===== src/rtl/tdc_hw_window_stats.sv =====
// Window statistics (min/max/sum/mean) over 2^LOG2_N TDC Hamming-weight samples.
// Optional macro TDC_STATS_SYNC_EN: synchronise hw_valid and take one sample per rising edge.
module tdc_hw_window_stats #(
  parameter int HW_W   = 7,
  parameter int LOG2_N = 4
) (
  input  logic                     clk,
  input  logic                     rst,
  input  logic                     start,
  input  logic                     abort,
  input  logic [HW_W-1:0]          hw_in,
  input  logic                     hw_valid,
  input  logic                     res_ready,
  output logic                     busy,
  output logic                     res_valid,
  output logic [HW_W-1:0]          res_min,
  output logic [HW_W-1:0]          res_max,
  output logic [HW_W+LOG2_N-1:0]   res_sum,
  output logic [HW_W-1:0]          res_mean,
  output logic                     overrun
);

  localparam int SW = HW_W + LOG2_N;

  localparam logic [1:0] S_IDLE  = 2'd0;
  localparam logic [1:0] S_ACCUM = 2'd1;
  localparam logic [1:0] S_HOLD  = 2'd2;

  localparam logic [LOG2_N:0] N_CNT = {1'b1, {LOG2_N{1'b0}}};
  localparam logic [LOG2_N:0] ONE   = {{LOG2_N{1'b0}}, 1'b1};

  logic [1:0]       r_state;
  logic [SW-1:0]    r_acc;
  logic [HW_W-1:0]  r_min;
  logic [HW_W-1:0]  r_max;
  logic [LOG2_N:0]  r_cnt;
  logic [HW_W-1:0]  r_res_min;
  logic [HW_W-1:0]  r_res_max;
  logic [SW-1:0]    r_res_sum;
  logic [HW_W-1:0]  r_res_mean;
  logic             r_overrun;

  logic             w_smp_v;
  logic [HW_W-1:0]  w_smp_hw;
  logic [SW-1:0]    w_sum;
  logic [HW_W-1:0]  w_min;
  logic [HW_W-1:0]  w_max;
  logic [LOG2_N:0]  w_cnt;
  logic             w_last;

`ifdef TDC_STATS_SYNC_EN
  logic             r_vs1;
  logic             r_vs2;
  logic             r_vs3;
  logic             r_edge;
  logic [HW_W-1:0]  r_hw1;
  logic [HW_W-1:0]  r_hw2;
  logic [HW_W-1:0]  r_hw3;

  // Two-flop synchroniser, rising-edge detect, and a matching data pipeline.
  always_ff @(posedge clk) begin
    if (rst) begin
      r_vs1  <= 1'b0;
      r_vs2  <= 1'b0;
      r_vs3  <= 1'b0;
      r_edge <= 1'b0;
      r_hw1  <= '0;
      r_hw2  <= '0;
      r_hw3  <= '0;
    end else begin
      r_vs1  <= hw_valid;
      r_vs2  <= r_vs1;
      r_vs3  <= r_vs2;
      r_edge <= r_vs2 & ~r_vs3;
      r_hw1  <= hw_in;
      r_hw2  <= r_hw1;
      r_hw3  <= r_hw2;
    end
  end

  assign w_smp_v  = r_edge;
  assign w_smp_hw = r_hw3;
`else
  assign w_smp_v  = hw_valid;
  assign w_smp_hw = hw_in;
`endif

  assign w_sum  = r_acc + SW'(w_smp_hw);
  assign w_min  = (w_smp_hw < r_min) ? w_smp_hw : r_min;
  assign w_max  = (w_smp_hw > r_max) ? w_smp_hw : r_max;
  assign w_cnt  = r_cnt + ONE;
  assign w_last = (w_cnt == N_CNT);

  // Window FSM: accumulate, latch the result, hold until handshake.
  always_ff @(posedge clk) begin
    if (rst) begin
      r_state    <= S_IDLE;
      r_acc      <= '0;
      r_min      <= '1;
      r_max      <= '0;
      r_cnt      <= '0;
      r_res_min  <= '0;
      r_res_max  <= '0;
      r_res_sum  <= '0;
      r_res_mean <= '0;
      r_overrun  <= 1'b0;
    end else begin
      case (r_state)
        S_IDLE: begin
          if (start) begin
            r_state   <= S_ACCUM;
            r_acc     <= '0;
            r_min     <= '1;
            r_max     <= '0;
            r_cnt     <= '0;
            r_overrun <= 1'b0;
          end
        end
        S_ACCUM: begin
          if (abort) begin
            r_state <= S_IDLE;
          end else if (w_smp_v) begin
            r_acc <= w_sum;
            r_min <= w_min;
            r_max <= w_max;
            r_cnt <= w_cnt;
            if (w_last) begin
              r_state    <= S_HOLD;
              r_res_min  <= w_min;
              r_res_max  <= w_max;
              r_res_sum  <= w_sum;
              r_res_mean <= w_sum[SW-1:LOG2_N];
            end
          end
        end
        S_HOLD: begin
          if (w_smp_v) begin
            r_overrun <= 1'b1;
          end
          if (res_ready) begin
            if (start) begin
              r_state   <= S_ACCUM;
              r_acc     <= '0;
              r_min     <= '1;
              r_max     <= '0;
              r_cnt     <= '0;
              r_overrun <= 1'b0;
            end else begin
              r_state <= S_IDLE;
            end
          end
        end
        default: r_state <= S_IDLE;
      endcase
    end
  end

  assign busy      = (r_state == S_ACCUM);
  assign res_valid = (r_state == S_HOLD);
  assign res_min   = r_res_min;
  assign res_max   = r_res_max;
  assign res_sum   = r_res_sum;
  assign res_mean  = r_res_mean;
  assign overrun   = r_overrun;

endmodule


===== config.mk =====
export PLATFORM = sky130hd
export DESIGN_NAME = tdc_hw_window_stats
export DESIGN_NICKNAME = d
export VERILOG_FILES = /design/src/rtl/tdc_hw_window_stats.sv
export SDC_FILE = /design/constraint.sdc
export NUM_CORES = 1
export LEC_CHECK = 0
export BUFFER_PORTS_ARGS = -buffer_cell sky130_fd_sc_hd__buf_2
export CORE_ASPECT_RATIO = 0.75
export CORE_MARGIN = 5
export CORE_UTILIZATION = 61
export DETAILED_ROUTE_END_ITERATION = 6
export HOLD_SLACK_MARGIN = 0.06
export PLACE_DENSITY = 0.94
export SLEW_MARGIN = 20
export SYNTH_ARGS = -nofsm -noshare
export SYNTH_HDL_FRONTEND = slang
export SYNTH_SLANG_ARGS = --single-unit
export TNS_END_PERCENT = 1

===== constraint.sdc =====
create_clock -name clk -period 5.9 [get_ports clk]
set_clock_uncertainty 0.2 [all_clocks]
set_input_delay 0.59 -clock clk [delete_from_list [all_inputs] [get_ports clk]]
set_output_delay 0.59 -clock clk [all_outputs]
set_load 0.1 [all_outputs]

==> reports/summary.md <==
The number of gates resized after CTS was 0. The average detailed-routed wire length per instance was 17.7 µm; the total negative setup slack was 0 ps. 0 antenna diodes ended up in the layout.

After layout, the design draws a total of 766 µW. Summed over all cells, the static leakage comes to 0.00144 µW. For the number of setup violations in the final report, the log shows 0. IR analysis of the VDD net gives a maximum drop of 175 µV. At the pin with the least slew margin, the transition time is 1090 ps. Summing the areas of all compound-gate instances in the mapped netlist gives 23.6% of the synthesized area. For the placement row count, the log shows 22. For this run, the detailed router's first-pass iteration total came to 5. After synthesis, the share of cell area in mux cells is 0.636%. After floorplanning, the core was sized to cover 4950 µm².

The tools report the max-slew violation count as 0. The top flip-flop cell by instance count after synthesis was sky130_fd_sc_hd__dfxtp_1. Yosys attributes the largest share of cell area to sky130_fd_sc_hd__dfxtp_1, sky130_fd_sc_hd__ha_1, sky130_fd_sc_hd__a21oi_1. The Yosys step of the flow raised 0 warnings. The clock period could shrink to 2850 ps.

After legalization and detailed placement, the total HPWL measured 5590 µm. Relative to the synthesized area, the layout overhead comes to 9.50%. Hold repair after CTS inserted 0 buffers.

The die is 93.0 µm wide. The biggest area contributor in the post-synthesis netlist is sky130_fd_sc_hd__dfxtp_1. The clock latency of the later-clocked register in the worst-skew pair was 340 ps; the CTS buffer count was 9. A synthesized cell averages 8.70 µm². The maximum fanout encountered on the critical timing path was 14. The number of primary I/O pins is 48, and the share of layout cells above drive strength 1 is 18.8%.

Summing the areas of all xor and xnor instances in the mapped netlist gives 1.11% of the synthesized area. The logs give 2710 for the number of global-route vias before repair and 25.2% for the overall fraction of global-route tracks in use. After synthesis, the largest area contributor takes up 36.9% of total cell area.

Summed over all layers, the global routing overflow is 0. The die is 72.2 µm tall. The flow ran to the end, and the final reports show no timing, DRC or antenna violations. Entering global routing, the biggest net connects 62 pins. The netlist uses 54 different library cells. The tree built by TritonCTS fans out to 58 sinks.

The portion of the clock cycle consumed by the worst path in the final layout was 48.3%. TritonCTS built the clock tree. Setup repair after global routing left no endpoint under its margin.

The net count of the finished layout is 429. Counting along the longest clock path gives a buffer depth of 2. The tools report the total count of hold-check failures in the final report as 0. At the end of routability-driven placement, the weighted congestion stood at 0.859. The wire length of the first global-routing pass is 13200 µm. The synthesized netlist devotes 8.98% of its cell area to adder and majority cells.

The path class of the tightest hold or removal check is input port to flip-flop. At the worst endpoint, the required time is 5950 ps. The commonest cells after synthesis are sky130_fd_sc_hd__dfxtp_1, sky130_fd_sc_hd__nor2_1, sky130_fd_sc_hd__a21oi_1. The flop and latch count out of synthesis was 58; the residual antenna-violating net count after detailed routing was 0. The total number of vias is 2906, and the post-route DRC violation count is 0. The combinational family with the most area after synthesis was compound AO/OA/AOI/OAI gates.

In this run, the number of DRC markers left after iteration 0 of detailed routing was 217. The floorplan step defined a die boundary enclosing 6710 µm². STA classifies the critical path startpoint as a flip-flop. The sequential element share of the synthesized area is 36.9%, and the initial cell density of the core is 63.5%. For this run, the top clock speed supported by timing is 351 MHz.

The capturing element type of the critical path is a flip-flop. When the netlist entered floorplanning its net count stood at 397. In this run the tool buffered the top-level ports with 47 buffer cells. The run gives 2900 ps as the arrival time of the worst setup path. Synthesis produced 362 cells. The final layout contains routed wiring with a total length of 8090 µm. Of the total synthesized cell area, the portion taken by AND, OR, NAND and NOR gates is 21.1%.

The via density per instance came out at 6.34. The worst setup path is of the flip-flop to flip-flop kind. CTS built an H-tree with a depth of 3.

In this run the tightest slew margin relative to its limit is 27.2%. The most frequently used cell type in the post-synthesis netlist was sky130_fd_sc_hd__dfxtp_1. Across the run, the number of max-cap violations was 0. Number of enable flip-flop cells after synthesis: 0. For the number of setup buffers added after CTS, the log shows 0. In this run the cell area of the synthesized design comes to 3150 µm². The fraction of registers with async set/reset is 0%. The number of antenna violations at the first check in global routing came out at 0. The cell sitting at the root of the clock tree is a sky130_fd_sc_hd__clkbuf_8. The clock input transition at the sequential cells of the worst setup and hold paths came out at 60 ps. For this design the ratio of total power to cell area is 222 nW/µm².
placed cells by master, fill, tap and decap left out, types with 2 or more instances in the layout:
cell type and n:
sky130_fd_sc_hd__clkinv_2 4, sky130_fd_sc_hd__and4_1 2, sky130_fd_sc_hd__inv_1 19, sky130_fd_sc_hd__clkbuf_8 9, sky130_fd_sc_hd__o211ai_1 4, sky130_fd_sc_hd__a211oi_1 6
sky130_fd_sc_hd__a2111oi_2 6, sky130_fd_sc_hd__a21oi_1 29, sky130_fd_sc_hd__o22a_1 7, sky130_fd_sc_hd__o21a_1 3, sky130_fd_sc_hd__dfxtp_1 58, sky130_fd_sc_hd__a31oi_1 3
sky130_fd_sc_hd__mux2i_1 2, sky130_fd_sc_hd__nor2_1 36, sky130_fd_sc_hd__o311a_1 2, sky130_fd_sc_hd__a311oi_1 2, sky130_fd_sc_hd__a2111oi_1 6, sky130_fd_sc_hd__nand2_1 27
sky130_fd_sc_hd__nand4_1 3, sky130_fd_sc_hd__and2_1 2, sky130_fd_sc_hd__o211a_1 2, sky130_fd_sc_hd__ha_1 21, sky130_fd_sc_hd__nor3_1 13, sky130_fd_sc_hd__nand3b_1 3
sky130_fd_sc_hd__buf_2 47, sky130_fd_sc_hd__or4_1 2, sky130_fd_sc_hd__clkbuf_1 2, sky130_fd_sc_hd__o21ai_0 7, sky130_fd_sc_hd__nor2b_1 3, sky130_fd_sc_hd__a21o_1 4
sky130_fd_sc_hd__xnor2_1 4, sky130_fd_sc_hd__nand3_1 19, sky130_fd_sc_hd__nand2b_1 10, sky130_fd_sc_hd__o32ai_1 7, sky130_fd_sc_hd__or3_1 3, sky130_fd_sc_hd__and3_1 2
sky130_fd_sc_hd__a211o_1 2
layout make-up:
| class | count | area [µm²] |
|---|---|---|
| multi-input combinational | 258 | 1750 |
| fill | 393 | 1510 |
| sequential | 58 | 1160 |
| timing repair buffer | 48 | 243 |
| clock buffer | 11 | 131 |
| tap | 60 | 75.1 |
| inverter | 19 | 71.3 |
| clock inverter | 4 | 20.0 |
sequential cells by signal (all words and copies together), names as in the netlist:
name,cells
r_max,7
res_max,7
r_state,2
r_cnt,5
res_mean,1
r_acc,11
res_min,7
res_sum,10
overrun,1
r_min,7
worst max-delay path: stages (launching register included):
cell                      delay [ps]
sky130_fd_sc_hd__dfxtp_1         350
sky130_fd_sc_hd__inv_1            80
sky130_fd_sc_hd__ha_1            300
sky130_fd_sc_hd__nand4_1         160
sky130_fd_sc_hd__a21o_1          210
sky130_fd_sc_hd__a21oi_1         840
sky130_fd_sc_hd__nand2_1         330
sky130_fd_sc_hd__o32ai_1         280
power breakdown:
| part | switching, µW | internal (µW) | total [µW] |
|---|---|---|---|
| clock network | 150 | 147 | 297 |
| registers | 2.27 | 395 | 397 |
| logic | 49.6 | 22.6 | 72.2 |
metal layers:
metal	global-route usage, %	up-vias	wire [µm]
met4	8.29	0	125
met2	40.7	122	3750
li1	-	1389	-
met1	31.9	1379	3580
met3	8.60	16	627
met5	0	-	0
kinds of logic (layout without fill, tap and decap cells):
family,count (synthesis),after routing
flip-flops,58,58
AO/OA/AOI/OAI,97,97
AND/OR/NAND/NOR,133,133
multiplexers,2,2
buffers and inverters,46,82
adder cells (fa/ha/maj),22,22
XOR/XNOR,4,4
path summary, 6_finish.rpt:
kind | from | endpoint | slack, ps | cells past startpoint
max | r_max[5]$_SDFFE_PP0P_ | r_max[0]$_SDFFE_PP0P_ | 3050 | 7
min | start | overrun$_SDFFE_PP0P_ | 270 | 2
max reg2reg | r_max[5]$_SDFFE_PP0P_ | r_max[0]$_SDFFE_PP0P_ | 3050 | 7
min reg2reg | res_sum[5]$_SDFFE_PP0P_ | res_sum[5]$_SDFFE_PP0P_ | 270 | 2
metrics by stage:
step | cell area, µm² | hold WS [ps] | util, % | instances | setup WS [ps]
6_report | 3450 | 267 | 69.6 | 458 | 3050
2_1_floorplan | 3150 | 252 | - | 362 | 3310
4_1_cts | 3450 | 257 | 69.5 | 458 | 3130
5_1_grt | 3450 | 267 | 69.6 | 458 | 2830
3_3_place_gp | 3290 | 242 | 66.5 | 443 | 2920
3_5_place_dp | 3290 | 264 | 66.5 | 443 | 2820
Power figures use the tool's default switching activity.
